$ cat config.mk
export PLATFORM = sky130hd
export DESIGN_NAME = serial_bit_tx
export DESIGN_NICKNAME = d
export VERILOG_FILES = /design/src/rtl/serial_bit_tx_pkg.sv /design/src/rtl/serial_bit_tx_piso_shreg.sv /design/src/rtl/serial_bit_tx.sv
export SDC_FILE = /design/constraint.sdc
export NUM_CORES = 1
export LEC_CHECK = 0
export CAP_MARGIN = 10
export CORE_UTILIZATION = 52
export DETAILED_ROUTE_END_ITERATION = 10
export PLACE_DENSITY = 0.77
export SETUP_SLACK_MARGIN = 0.05
export SLEW_MARGIN = 40
export SYNTH_ARGS = -nofsm -noshare
export SYNTH_HDL_FRONTEND = slang
export SYNTH_SLANG_ARGS = --single-unit
export TNS_END_PERCENT = 1
$ cat constraint.sdc
create_clock -name clk -period 3 [get_ports clk]
set_input_delay 0.6 -clock clk [delete_from_list [all_inputs] [get_ports clk]]
set_output_delay 0.6 -clock clk [all_outputs]
set_load 0.01 [all_outputs]
$ cat src/rtl/serial_bit_tx_pkg.sv
// Shared definitions for the single-bit serial transmitter: FSM state
// encodings and helpers for the length port width and the effective length.
package serial_tx_pkg;

  localparam logic [1:0] ST_IDLE  = 2'b00;
  localparam logic [1:0] ST_SHIFT = 2'b01;
  localparam logic [1:0] ST_DONE  = 2'b10;

  // Bits needed to hold any length from 0 up to and including width.
  function automatic int len_width(input int width);
    return $clog2(width + 32'sd1);
  endfunction

  // A length of zero or one beyond the word size means "send the full word".
  function automatic int eff_len(input int len_v, input int width);
    if ((len_v == 32'sd0) || (len_v > width)) begin
      return width;
    end else begin
      return len_v;
    end
  endfunction

endpackage

$ cat src/rtl/serial_bit_tx_piso_shreg.sv
// Parallel-in serial-out shift register. The serial tap is always the end
// bit of the register: bit 0 for LSB-first, bit WIDTH-1 for MSB-first. For
// MSB-first the word is loaded left-aligned so that bit len-1 sits on the
// tap. next_bit shows the tap value the register will hold after this edge,
// so the parent can register it as the outgoing bit.
module piso_shreg #(
  parameter int WIDTH     = 8,
  parameter bit LSB_FIRST = 1'b0
) (
  input  logic                         clk,
  input  logic                         reset,
  input  logic                         load,
  input  logic                         shift,
  input  logic [WIDTH-1:0]             data,
  input  logic [$clog2(WIDTH+1)-1:0]   len_eff,
  output logic                         next_bit
);

  logic [WIDTH-1:0] q_r;
  logic [WIDTH-1:0] aligned_s;
  logic [WIDTH-1:0] next_q_s;

  // Align the incoming word so the first bit to send lands on the tap.
  always_comb begin
    aligned_s = data;
    if (LSB_FIRST) begin
      aligned_s = data;
    end else begin
      aligned_s = data << (WIDTH - int'(len_eff));
    end
  end

  // Next register contents: load, shift toward the tap, or hold.
  always_comb begin
    next_q_s = q_r;
    if (load) begin
      next_q_s = aligned_s;
    end else if (shift) begin
      if (LSB_FIRST) begin
        next_q_s = {1'b0, q_r[WIDTH-1:1]};
      end else begin
        next_q_s = {q_r[WIDTH-2:0], 1'b0};
      end
    end else begin
      next_q_s = q_r;
    end
  end

  assign next_bit = LSB_FIRST ? next_q_s[0] : next_q_s[WIDTH-1];

  // Shift register state, cleared by reset.
  always_ff @(posedge clk) begin
    if (reset) begin
      q_r <= '0;
    end else begin
      q_r <= next_q_s;
    end
  end

endmodule

$ cat src/rtl/serial_bit_tx.sv
// Serial bit transmitter: accepts a word on a ready/start handshake and
// emits it one bit per clock on W with a valid qualifier, followed by a
// single-cycle done pulse. All outputs come straight from flops.
module serial_bit_tx import serial_tx_pkg::*; #(
  parameter int   WIDTH      = 8,
  parameter bit   LSB_FIRST  = 1'b0,
  parameter logic IDLE_LEVEL = 1'b0
) (
  input  logic                       clk,
  input  logic                       reset,
  input  logic                       start,
  input  logic [WIDTH-1:0]           data,
  input  logic [$clog2(WIDTH+1)-1:0] len,
  output logic                       ready,
  output logic                       W,
  output logic                       valid,
  output logic                       done
);

  localparam int LW = len_width(WIDTH);

  logic [1:0]    state_r;
  logic          ready_r;
  logic          w_r;
  logic          valid_r;
  logic          done_r;
  logic [LW-1:0] cnt_r;
  logic [LW-1:0] len_r;
  logic [LW-1:0] len_eff_s;
  logic          load_s;
  logic          shift_s;
  logic          next_bit_s;

  assign len_eff_s = LW'(eff_len(int'(len), WIDTH));

  // Decide when the shift register loads a new word or advances one bit.
  always_comb begin
    load_s  = 1'b0;
    shift_s = 1'b0;
    case (state_r)
      ST_IDLE:  load_s  = start;
      ST_SHIFT: shift_s = (cnt_r != len_r);
      default: begin
        load_s  = 1'b0;
        shift_s = 1'b0;
      end
    endcase
  end

  piso_shreg #(
    .WIDTH     (WIDTH),
    .LSB_FIRST (LSB_FIRST)
  ) u_shreg (
    .clk      (clk),
    .reset    (reset),
    .load     (load_s),
    .shift    (shift_s),
    .data     (data),
    .len_eff  (len_eff_s),
    .next_bit (next_bit_s)
  );

  // Control FSM, bit counter and registered outputs.
  always_ff @(posedge clk) begin
    if (reset) begin
      state_r <= ST_IDLE;
      ready_r <= 1'b1;
      w_r     <= IDLE_LEVEL;
      valid_r <= 1'b0;
      done_r  <= 1'b0;
      cnt_r   <= '0;
      len_r   <= '0;
    end else begin
      case (state_r)
        ST_IDLE: begin
          if (start) begin
            // First bit appears on W one cycle after acceptance.
            state_r <= ST_SHIFT;
            ready_r <= 1'b0;
            w_r     <= next_bit_s;
            valid_r <= 1'b1;
            done_r  <= 1'b0;
            cnt_r   <= LW'(1);
            len_r   <= len_eff_s;
          end else begin
            state_r <= ST_IDLE;
            ready_r <= 1'b1;
            w_r     <= IDLE_LEVEL;
            valid_r <= 1'b0;
            done_r  <= 1'b0;
          end
        end
        ST_SHIFT: begin
          if (cnt_r == len_r) begin
            // Last bit has been held for a full cycle.
            state_r <= ST_DONE;
            ready_r <= 1'b0;
            w_r     <= IDLE_LEVEL;
            valid_r <= 1'b0;
            done_r  <= 1'b1;
          end else begin
            state_r <= ST_SHIFT;
            ready_r <= 1'b0;
            w_r     <= next_bit_s;
            valid_r <= 1'b1;
            done_r  <= 1'b0;
            cnt_r   <= cnt_r + LW'(1);
          end
        end
        ST_DONE: begin
          state_r <= ST_IDLE;
          ready_r <= 1'b1;
          w_r     <= IDLE_LEVEL;
          valid_r <= 1'b0;
          done_r  <= 1'b0;
          cnt_r   <= '0;
        end
        default: begin
          // Unreachable encoding: recover to a quiet idle.
          state_r <= ST_IDLE;
          ready_r <= 1'b1;
          w_r     <= IDLE_LEVEL;
          valid_r <= 1'b0;
          done_r  <= 1'b0;
          cnt_r   <= '0;
        end
      endcase
    end
  end

  assign ready = ready_r;
  assign W     = w_r;
  assign valid = valid_r;
  assign done  = done_r;

endmodule
==> key figures, run 1 <==
Run status
  • Status: complete, no violations

Critical path
  • Critical path endpoint category: flop
  • Worst path bufs/invs: 2
  • Crit path max-delay cell type: clkdlybuf4s50_1
  • Slowest stage delay, CP: 0.51 ns
  • CP delay by family, top: buffers and inverters
  • Crit path cell chain: clkdlybuf4s50_1 > nor2b_1 > inv_1 > ha_1 > mux4_2 > o31ai_1 > a21oi_1 > nor2b_1
  • CP max FO: 4
  • Startpoint type of the worst setup path: input port
  • Critical Path RT: around 3.2 ns
  • WP data arrival: ~2.6 ns
  • Crit path top cell by count: nor2b_1
  • CP Class: input port to flop

Logic synthesis
  • Mean area per synthesized cell: around 9 µm²
  • Yosys warns: 0
  • Syn Inst Count: around 130
  • Synth top area share: between 30 and 40%
  • Mapped cell area: between 1000 and 1500 µm²
  • Net Count, Synth: roughly 150
  • Post-synth top area cell: dfxtp_1
  • Seq/Total Area, Yosys: between 30 and 40%
  • Synth cell types: 37
  • FF+latch count, synth: 20
  • Top cells by area, synth: dfxtp_1, mux4_2, nand2_1, xnor2_1, mux2i_1

Detailed routing
  • Routed WL: around 2.4 mm
  • Via count: 1077
  • Post-DRT Antenna Nets: 0
  • First-pass detailed-route iteration total: 5
  • Vias per inst: ~6.0
  • Post-route DRC violation count: 0
  • Drt initial violations: 28
  • Routed len/inst: 13.5 µm

STA
  • Fin. Hold Viols: 0
  • Maximum clock frequency: roughly 0.42 GHz
  • Least-Margin Pin Slew: between 0.6 and 0.7 ns
  • Clk_skew: between 0.0009 and 0.001 ns
  • Final setup vio count: 0
  • Final period util: about 79%
  • Setup ws final: between 0.6 and 0.7 ns
  • Fin. max-slew vios: 0
  • Fin Setup TNS: 0 ns
  • Headroom to the max-slew limit: 56.2%
  • RSZ-0062 raised after global routing: no
  • Fin crit period: between 2 and 2.5 ns
  • Min Hold Slack: 0.477 ns

CTS
  • CTS buffer count: 3
  • Clock-pin slew on the worst setup and hold paths: 0.10 ns
  • Worst skew pair latency: 0.30 ns
  • CTS tree: done
  • CTS root buffer: clkbuf_4
  • Clock sinks: 20
  • CTS Hold Bufs: 0
  • Post-CTS repair timing setup buffer count: 0
  • H-Tree Depth: 1
  • CTS resizes: 0
  • Clk buf depth: 2

Layout
  • Multi-input gate area: just over 700 µm²
  • Ant diodes: 0
  • Filler cell count: between 150 and 200
  • Layout net count: 171
  • Share of post-route cells with drive strength above 1: around 8.6%
  • Area grow syn2layout: 19.5%
  • Reg area: between 400 and 500 µm²

Hold path
  • Class of the worst hold path: flop to flop

Floorplan
  • Chip Height: 49.5 µm
  • Die width: a little under 50 µm
  • IO Pins: 19
  • Core ar.: slightly above 2000 µm²
  • Core Rows: 16
  • Initial Util: a little under three fifths
  • Die area: between 2000 and 2500 µm²

Power
  • Leakage power: ~0.51 nW
  • Power Dens Cells: ~440 nW/µm²
  • VDD IR-drop max: around 0.00035 V
  • Power Total: a little over 0.0006 W

Global route
  • Initial antenna violation count: 0
  • Total track usage: between 20 and 25%
  • Largest net degree at the start of global routing: 17
  • Vias in the first global route: just under 1k
  • First-pass GRT wire length: roughly 4.2 mm
  • GRT overflow: 0

Placement
  • Setup WS pre-CTS: roughly 0.29 ns
  • Post-DP HPWL: 1.97 mm
  • Gpl congestion: between 0.8 and 0.9
  • Buffers added on ports: 18

Flow run
  • MaxCap Viol Count: 0
==> stage by stage <==
stage | utilization [%] | std cells | cell area (µm²)
finish | 68.7 | 179 | 1400
global route | 68.7 | 179 | 1400
CTS | 68.7 | 179 | 1400
detailed placement | 67.6 | 176 | 1380
global placement | 67.6 | 176 | 1380
floorplan | - | 134 | 1170
==> logic make-up (layout without fill, tap and decap cells) <==
group | after synthesis | count (layout) | synth area share (%)
buffers and inverters | 12 | 30 | 4.80
AOI/OAI and AO/OA | 32 | 32 | 19.3
and+or+nand+nor | 49 | 49 | 19.8
adders and majority gates | 2 | 2 | 2.13
DFF | 20 | 20 | 34.1
muxes | 11 | 11 | 13.9
xor gates and xnor gates | 8 | 8 | 5.97
==> Yosys cell counts (all sizes together) <==
library cell and count:
nor2b 3, clkbuf 3, a41oi 1, nand2 16, o211ai 1, o2bb2ai 1
inv 5, a41o 1, mux2i 5, a2111oi 1, o31ai 2, nor2 12
or3 2, mux4 4, nor3 6, a32o 2, ha 2, nand2b 6
a21oi 9, a211oi 1, and3b 1, buf 4, o32ai 2, mux2 2
o21bai 2, a31oi 3, nand4 2, dfxtp 20, o221ai 1, nand3b 1
a22oi 1, a32oi 1, xnor2 6, xor2 2, o21ai 2, a22o 1
==> worst paths after layout <==
kind                                             from                     endpoint  slack [ns]  depth (start not counted)
worst max-delay path                           len[0]                 W$_SDFF_PP0_        0.63                          8
worst max register to register  state_r[0]$_SDFF_PP0_  u_shreg.q_r[2]$_SDFFE_PP0N_        1.29                          4
worst min register to register  len_r[1]$_SDFFE_PP0P_        len_r[1]$_SDFFE_PP0P_        0.48                          2
worst min-delay path            len_r[1]$_SDFFE_PP0P_        len_r[1]$_SDFFE_PP0P_        0.48                          2
==> worst register-to-register path, stage by stage, from the launching register on <==
cell	delay, ns
dfxtp_1	0.37
nand2b_1	0.21
nor2_1	0.53
nand2_1	0.21
o32ai_1	0.31
==> layout by cell type (no fill, tap or decap), types with 2 or more instances in the layout <==
master / n
dfxtp_1: 20
a32o_1: 2
buf_4: 4
a21oi_1: 9
mux2_2: 2
o31ai_1: 2
nand2b_1: 6
mux2i_1: 5
nand2_1: 16
ha_1: 2
xnor2_1: 6
xor2_1: 2
nor3_1: 6
o21ai_0: 2
nand4_1: 2
or3_1: 2
nor2_1: 12
a31oi_1: 3
clkdlybuf4s50_1: 18
nor2b_1: 3
o32ai_1: 2
clkbuf_4: 3
o21bai_1: 2
inv_1: 5
mux4_2: 4
==> flip-flops by register name (all words and copies together), names as in the netlist <==
register     flops
ready            1
W                1
cnt_r            4
state_r          2
done             1
u_shreg.q_r      7
len_r            4
==> layout make-up <==
| type | instances | area share (%) |
|---|---|---|
| multi-input combinational | 102 | 51.1 |
| clock buffer | 3 | 1.61 |
| sequential | 20 | 28.5 |
| inverter | 5 | 1.34 |
| timing repair buffer | 22 | 15.0 |
| tap | 27 | 2.41 |
==> per-layer routing <==
metal | track usage, % | wire [µm] | vias up
li1 | - | - | 532
met1 | 26.7 | 1110 | 498
met2 | 38.8 | 1130 | 39
met3 | 3.40 | 134 | 8
met4 | 9.05 | 56 | 0
met5 | 0 | 0 | -
==> power breakdown <==
| part | switching (W) | internal (W) |
|---|---|---|
| logic | 0.0000940 | 0.0000885 |
| registers | 0.0000159 | 0.000286 |
| clock network | 0.0000797 | 0.0000469 |
Note: power is estimated with default switching activity, not from simulation.
==> run 2: changes to the inputs <==
==> constraint.sdc (replaced) <==
create_clock -name clk -period 2.4 [get_ports clk]
set_input_delay 0.48 -clock clk [delete_from_list [all_inputs] [get_ports clk]]
set_output_delay 0.48 -clock clk [all_outputs]
set_load 0.01 [all_outputs]
==> key figures, run 2 (synthesis gave the netlist of run 1 again) <==
Run status
  • Status: complete, no violations

CTS
  • Clk buf depth: 2
  • CTS tree: done
  • CTS buffer count: 3
  • Clock sinks: 20
  • CTS root buffer: clkbuf_4
  • H-Tree Depth: 1
  • Worst skew pair latency: around 0.3 ns
  • Post-CTS repair timing setup buffer count: 0
  • CTS Hold Bufs: 0
  • CTS resizes: 0
  • Clock-pin slew on the worst setup and hold paths: around 0.1 ns

Detailed routing
  • Vias per inst: slightly below 6
  • Routed WL: around 2.5 mm
  • Post-DRT Antenna Nets: 0
  • Drt initial violations: 27
  • Routed len/inst: ~13 µm
  • Post-route DRC violation count: 0
  • Via count: about 1.1k
  • First-pass detailed-route iteration total: 4

STA
  • Final setup vio count: 0
  • Fin. Hold Viols: 0
  • Headroom to the max-slew limit: 66.9%
  • Final period util: 93.1%
  • RSZ-0062 raised after global routing: no
  • Fin crit period: 2.23 ns
  • Fin Setup TNS: 0 ns
  • Maximum clock frequency: about 0.45 GHz
  • Clk_skew: roughly 0.0013 ns
  • Setup ws final: between 0.15 and 0.2 ns
  • Least-Margin Pin Slew: approximately 0.49 ns
  • Fin. max-slew vios: 0

Layout
  • Layout net count: around 180
  • Post-route cell area: approximately 1500 µm²
  • Top Registers: u_shreg.q_r x7, cnt_r x4, len_r x4
  • Area grow syn2layout: 24.8%
  • Share of post-route cells with drive strength above 1: between 10% and 20%
  • Ant diodes: 0
  • Multi-input gate area: between 700 and 800 µm²
  • Commonest non-fill, non-tap cell in the layout: dfxtp_1
  • Filler cell count: roughly 180
  • Most frequent cells in the layout: dfxtp_1, clkdlybuf4s50_1, nand2_1, nor2_1, buf_4
  • Biggest register: u_shreg.q_r
  • Core Util, Final: between 70% and 80%
  • Max reg flops: 7
  • Reg area: between 400 and 500 µm²

Floorplan
  • IO Pins: 19
  • Core Rows: 16
  • Chip Height: about 50 µm
  • Die width: 49.5 µm
  • Die area: between 2000 and 2500 µm²
  • Initial Util: 57.5%
  • Core ar.: between 2000 and 2500 µm²

Critical path
  • WP data arrival: ~2.4 ns
  • R2R Path Start: state_r[0]$_SDFF_PP0_
  • CP delay by family, top: buffers and inverters
  • CP max FO: 6
  • Critical Path RT: roughly 2.6 ns
  • Startpoint type of the worst setup path: input port
  • Critical path endpoint category: flop
  • Slowest stage delay, CP: ~0.50 ns
  • Worst Setup SP: len[3]
  • Worst path bufs/invs: 2
  • CP Class: input port to flop
  • Crit path cell chain: clkdlybuf4s50_1 > nor2b_2 > inv_1 > ha_1 > mux4_2 > o31ai_1 > a21oi_1 > nor2b_1
  • Crit path max-delay cell type: clkdlybuf4s50_1

Placement
  • Post-DP HPWL: 1.97 mm
  • Gpl congestion: 0.865
  • Buffers added on ports: 18
  • Cell Area, Placed: 1440 µm²
  • Setup WS pre-CTS: -0.153 ns

Global route
  • Largest net degree at the start of global routing: 16
  • GRT overflow: 0
  • Initial antenna violation count: 0
  • Vias in the first global route: approximately 1.1k
  • Total track usage: a little under a quarter
  • First-pass GRT wire length: 4.47 mm

Power
  • Leakage power: about 0.55 nW
  • Power Total: around 0.00077 W
  • VDD IR-drop max: 0.000357 V
  • Power Dens Cells: about 530 nW/µm²

Hold path
  • Hold Startpoint: len_r[1]$_SDFFE_PP0P_
  • Class of the worst hold path: flop to flop

Flow run
  • MaxCap Viol Count: 0
-- run 2: cell types whose count changed in the layout (fill, tap and decap cells not counted), sizes merged --
cell | before | now
buf | 4 | 12
-- run 2: layer usage --
layer  part of all wire (%)  vias to the layer above  wire [µm]  GRT usage, %
li1                       -                      541          -             -
met1                     45                      497       1100          30.3
met2                     48                       43       1170          40.2
met3                    5.3                        6        131          3.09
met4                    1.9                        0         46          11.0
met5                      0                        -          0             0
-- run 2: stage by stage --
step / instances / hold slack (ns)
2_1_floorplan: 134 / 0.442
6_report: 187 / 0.479
4_1_cts: 187 / 0.482
3_5_place_dp: 184 / 0.462
5_1_grt: 187 / 0.502
3_3_place_gp: 184 / 0.452
-- run 2: worst paths after layout --
path	end	slack [ns]	cells past startpoint
max	W$_SDFF_PP0_	0.17	8
min	len_r[1]$_SDFFE_PP0P_	0.48	2
max reg2reg	u_shreg.q_r[4]$_SDFFE_PP0N_	0.77	5
min reg2reg	len_r[1]$_SDFFE_PP0P_	0.48	2
-- run 2: power by group --
part	switching, W	internal (W)	leakage [nW]
Combinational	0.000119	0.000121	0.375
Clock	0.0000963	0.0000585	0.0138
Sequential	0.0000201	0.000358	0.164
-- run 2: cell type report --
| cell class | count | share of cell area [%] |
|---|---|---|
| inverter | 5 | 1.28 |
| sequential | 20 | 27.3 |
| timing repair buffer | 30 | 18.4 |
| clock buffer | 3 | 1.54 |
| tap | 27 | 2.31 |
| multi-input combinational | 102 | 49.1 |
-- run 2: worst min-delay path, cell delays in order, from the launching register on --
cell	delay (ns)
dfxtp_1	0.33
nand2_1	0.05
a21oi_1	0.05
